**src/rtl/cache_miss_sequencer.sv**
```systemverilog
// Blocking cache-miss sequencer: stalls the pipeline through writeback/refill/fill.
// Optional CACHE_STATS_EN macro adds saturating hit/miss/writeback counters.
module cache_miss_sequencer #(
  parameter int unsigned MEM_LATENCY = 4
) (
  input  logic        clk,
  input  logic        reset,
  input  logic        mem_read_req,
  input  logic        mem_write_req,
  input  logic        cache_hit,
  input  logic        cache_dirty,
  output logic        pc_enable,
  output logic        we_cache,
  output logic        set_valid,
  output logic        set_dirty,
  output logic        cache_input_type,
  output logic        memory_address_type,
  output logic        we_memory,
  output logic        busy
`ifdef CACHE_STATS_EN
  ,
  output logic [15:0] hit_count,
  output logic [15:0] miss_count,
  output logic [15:0] writeback_count
`endif
);

  typedef enum logic [1:0] {IDLE, WRITEBACK, REFILL, FILL} state_t;

  localparam logic [7:0] LAST_CNT = 8'(MEM_LATENCY - 1);

  state_t     state_q, state_d;
  logic [7:0] cnt_q, cnt_d;
  logic       req;
  logic       hit_ev;
  logic       miss_ev;
  logic       wb_ev;

  assign req = mem_read_req | mem_write_req;

  // Outputs are combinational: a write hit must be serviced in the same cycle.
  always_comb begin
    state_d             = state_q;
    cnt_d               = cnt_q;
    pc_enable           = 1'b0;
    we_cache            = 1'b0;
    set_valid           = 1'b0;
    set_dirty           = 1'b0;
    cache_input_type    = 1'b0;
    memory_address_type = 1'b0;
    we_memory           = 1'b0;
    busy                = 1'b0;
    hit_ev              = 1'b0;
    miss_ev             = 1'b0;
    wb_ev               = 1'b0;
    if (!reset) begin
      busy = (state_q != IDLE);
      unique case (state_q)
        IDLE: begin
          pc_enable = 1'b1;
          if (req && cache_hit) begin
            hit_ev = 1'b1;
            if (mem_write_req) begin
              we_cache         = 1'b1;
              cache_input_type = 1'b1;
              set_dirty        = 1'b1;
              set_valid        = 1'b1;
            end
          end else if (req) begin
            pc_enable = 1'b0;
            miss_ev   = 1'b1;
            wb_ev     = cache_dirty;
            cnt_d     = '0;
            state_d   = cache_dirty ? WRITEBACK : REFILL;
          end
        end
        WRITEBACK: begin
          we_memory           = 1'b1;
          memory_address_type = 1'b1;
          if (cnt_q == LAST_CNT) begin
            cnt_d   = '0;
            state_d = REFILL;
          end else begin
            cnt_d = cnt_q + 8'd1;
          end
        end
        REFILL: begin
          if (cnt_q == LAST_CNT) begin
            cnt_d   = '0;
            state_d = FILL;
          end else begin
            cnt_d = cnt_q + 8'd1;
          end
        end
        FILL: begin
          we_cache  = 1'b1;
          set_valid = 1'b1;
          state_d   = IDLE;
        end
        default: state_d = IDLE;
      endcase
    end
  end

  always_ff @(posedge clk) begin
    if (reset) begin
      state_q <= IDLE;
      cnt_q   <= '0;
    end else begin
      state_q <= state_d;
      cnt_q   <= cnt_d;
    end
  end

`ifdef CACHE_STATS_EN
  logic [15:0] hit_count_q, hit_count_d;
  logic [15:0] miss_count_q, miss_count_d;
  logic [15:0] wb_count_q, wb_count_d;

  always_comb begin
    hit_count_d  = hit_count_q;
    miss_count_d = miss_count_q;
    wb_count_d   = wb_count_q;
    if (hit_ev && hit_count_q != '1) hit_count_d = hit_count_q + 16'd1;
    if (miss_ev && miss_count_q != '1) miss_count_d = miss_count_q + 16'd1;
    if (wb_ev && wb_count_q != '1) wb_count_d = wb_count_q + 16'd1;
  end

  always_ff @(posedge clk) begin
    if (reset) begin
      hit_count_q  <= '0;
      miss_count_q <= '0;
      wb_count_q   <= '0;
    end else begin
      hit_count_q  <= hit_count_d;
      miss_count_q <= miss_count_d;
      wb_count_q   <= wb_count_d;
    end
  end

  assign hit_count       = hit_count_q;
  assign miss_count      = miss_count_q;
  assign writeback_count = wb_count_q;
`endif

endmodule

```
**config.mk**
```make
export PLATFORM = sky130hd
export DESIGN_NAME = cache_miss_sequencer
export DESIGN_NICKNAME = d
export VERILOG_FILES = /design/src/rtl/cache_miss_sequencer.sv
export SDC_FILE = /design/constraint.sdc
export NUM_CORES = 1
export LEC_CHECK = 0
export ABC_AREA = 1
export BUFFER_PORTS_ARGS = -buffer_cell sky130_fd_sc_hd__buf_2
export CAP_MARGIN = 20
export CORE_MARGIN = 5
export CORE_UTILIZATION = 38
export DETAILED_ROUTE_END_ITERATION = 6
export PLACE_DENSITY = 0.67
export SETUP_SLACK_MARGIN = 0.05
export SLEW_MARGIN = 20
export SYNTH_ARGS = -nofsm -noshare
export SYNTH_HDL_FRONTEND = slang
export SYNTH_SLANG_ARGS = --single-unit
export TNS_END_PERCENT = 5
```
**constraint.sdc**
```tcl
create_clock -name clk -period 2.7 [get_ports clk]
set_input_delay 0.135 -clock clk [delete_from_list [all_inputs] [get_ports clk]]
set_output_delay 0.135 -clock clk [all_outputs]
set_load 0.05 [all_outputs]
```
==> results by group <==
STA
  – Slew @ Worst Pin: 0.327 ns
  – Worst slew margin: 78.2%
  – Final Hold Fails: 0
  – Final setup violation count: 0
  – Minimum clock period: 1.91 ns
  – Post-route clock period utilization: 70.9%
  – Final Max Tran Viols: 0
  – Clock skew: 0.00743 ns
  – Peak Freq: 523 MHz
  – Post-Route Setup TNS: 0 ns
  – RSZ-0062 raised after global routing: no

Placement
  – RePlAce Congestion: 0.894
  – IO buf count: 13
  – Dpl hpwl: 1330 µm

Global routing
  – Initial antenna violation count: 0
  – Largest net degree at the start of global routing: 14
  – Global Route Usage Sum: 13.9%
  – First-pass GRT wire length: 3040 µm
  – Vias in the first global route: 724
  – GRT overflow: 0

Clock network
  – CTS tree: done
  – CTS Buffer Depth: 2
  – CTS sink cnt: 10
  – Post-CTS resize count: 0
  – Clk root buf: clkbuf_4
  – CTS H-Tree Depth: 1
  – Clk_lat worst skew: 0.27 ns
  – Cts hold-fix bufs: 0
  – Postcts setup bufs: 0
  – Num CTS Buffers: 3
  – CTS clock-pin slew for the worst setup and hold paths: 0.06 ns

Worst setup path
  – CP endpoint kind: output port
  – Setup crit start kind: flop
  – Count of buffer and inverter cells on the critical path: 2
  – Highest-delay cell along the critical path: ha_1
  – CP max stage delay: 0.41 ns
  – Critical path class: reg2out
  – Crit-path max FO: 9
  – Critical path required time: 2.57 ns
  – CP Cell Sequence: inv_1 > ha_1 > a211oi_1 > buf_2
  – Worst Path Arrival: 1.78 ns
  – Crit-path leading delay family: buffers and inverters

Worst hold path
  – Tightest Hold Check Type: in2reg

Detailed routing
  – Total wire length: 1670 µm
  – Via count: 783
  – First-pass DRT Iterations: 4
  – Vias per cell: 4.86
  – Routed wire length per instance: 10.4 µm
  – Drt initial violations: 23
  – DRC viols: 0
  – Post-DRT Antenna Nets: 0

Power
  – Peak supply drop: 0.461 mV
  – PD cells: 763 mW/mm²
  – Static Leak: 0.397 nW
  – Tot Pwr: 0.000659 W

Finish
  – Layout cells sized above 1: 16.4%
  – Register area: 200 µm²
  – ANT cells: 0
  – FILL cells: 213
  – Fin nets: 147
  – Area growth, synth to finish: 12.7%
  – Area of the multi-input gates: 468 µm²

Floorplan
  – Die X: 54.9 µm
  – Rows: 16
  – Die H: 54.9 µm
  – I/O pins: 14
  – Initial Utilization: 39.4%
  – Core ar.: 0.00194 mm²
  – Die area: 0.00301 mm²

Yosys
  – Register area share after synthesis: 26.1%
  – YS warnings: 0
  – Post-synth cell types: 17
  – Main combinational cell family by area after synthesis: simple AND/OR/NAND/NOR gates
  – Complex-gate fraction of the synthesized area: 13.6%
  – Simple-Gate Fraction of Synth Area: 37.7%
  – XOR/XNOR share of the synthesized area: 0%
  – Avg Inst Size Synth: 6.28 µm²
  – Synth Cell Area: 766 µm²
  – Flops & latches, synth: 10
  – Post-Syn Instances: 122
  – Post-synthesis mux area share: 0%
  – Syn Nets: 134
  – Adder-cell share of the synthesized area: 9.80%

Job
  – Max Cap Violations: 0

Outcome
  – Run status: completed
## layer usage
layer / part of all wire, % / up-vias / routed length (µm) / GRT usage [%]
met1: 45 / 356 / 754 / 17.3
met5: 0 / - / 0 / 0
met2: 49 / 16 / 813 / 22.6
li1: - / 407 / - / -
met3: 4.4 / 4 / 73 / 5.09
met4: 1.6 / 0 / 27 / 3.64
## area by class of cell
cell class,instances,share of cell area (%)
inverters,16,6.96
multi-input cells,91,54.2
flip-flops and latches,10,23.2
well taps,27,3.91
repair buffers,13,7.54
clock buffers,4,4.20
## cells in the mapped netlist, drive strengths merged
library cell	instances	area [µm²]
nand2	36	150
inv	16	60.1
nand3	13	65.1
nand4	1	6.26
a21oi	8	40.0
o21bai	1	18.8
buf	4	33.8
o21ai	6	30.0
dfxtp	10	200
ha	6	75.1
a211oi	1	7.51
nor2	18	67.6
o21a	1	7.51
clkbuf	1	3.75
## flip-flops by register name, summed over array words and instances (netlist names)
| name | flops |
|---|---|
| state_q | 2 |
| cnt_q | 8 |
## worst reg2reg max path: stages, from the launching register on
cell,delay (ns)
dfxtp_1,0.37
inv_1,0.09
ha_1,0.45
nor2_1,0.11
a21oi_1,0.29
nand2_1,0.12
nand2_1,0.09
a21oi_1,0.04
## cell families after synthesis
family / after synthesis
simple gates: 68
buf+inv: 21
compound gates: 17
flops: 10
fa+ha+maj: 6
## power breakdown
part	internal, W	switching [W]	leakage (nW)
clock network	0.0000821	0.0000566	0.0210
registers	0.000163	0.0000145	0.0809
logic	0.0000924	0.000250	0.295
total	0.000338	0.000321	0.397
## metrics by stage
step / area, µm² / setup slack [ns] / cells / util (%) / hold WS [ns]
3_5_place_dp: 827 / 1.02 / 157 / 42.6 / 0.474
4_1_cts: 863 / 0.772 / 161 / 44.5 / 0.190
5_1_grt: 863 / 0.588 / 161 / 44.5 / 0.202
3_3_place_gp: 827 / 1.13 / 157 / 42.6 / 0.466
6_report: 863 / 0.786 / 161 / 44.5 / 0.192
2_1_floorplan: 766 / 0.0690 / 122 / - / 0.204
## layout by cell type (no fill, tap or decap), types with 6 or more instances in the layout
master,Yosys,layout
o21ai_0,6,6
buf_2,0,13
nand3_1,13,13
nor2_1,18,18
nand2_1,32,32
ha_1,6,6
dfxtp_1,10,10
a21oi_1,8,8
inv_1,16,16
## path summary, 6_finish.rpt
path              slack [ns]  cells after the start  startpoint          to
hold / removal          0.19                      2       reset    cnt_q[3]
setup / recovery        0.79                      4  state_q[0]   set_valid
hold reg to reg         0.50                      2  state_q[0]  state_q[0]
setup reg to reg        1.03                      7  state_q[0]    cnt_q[4]
No activity file was read; power rests on OpenSTA's default activity.
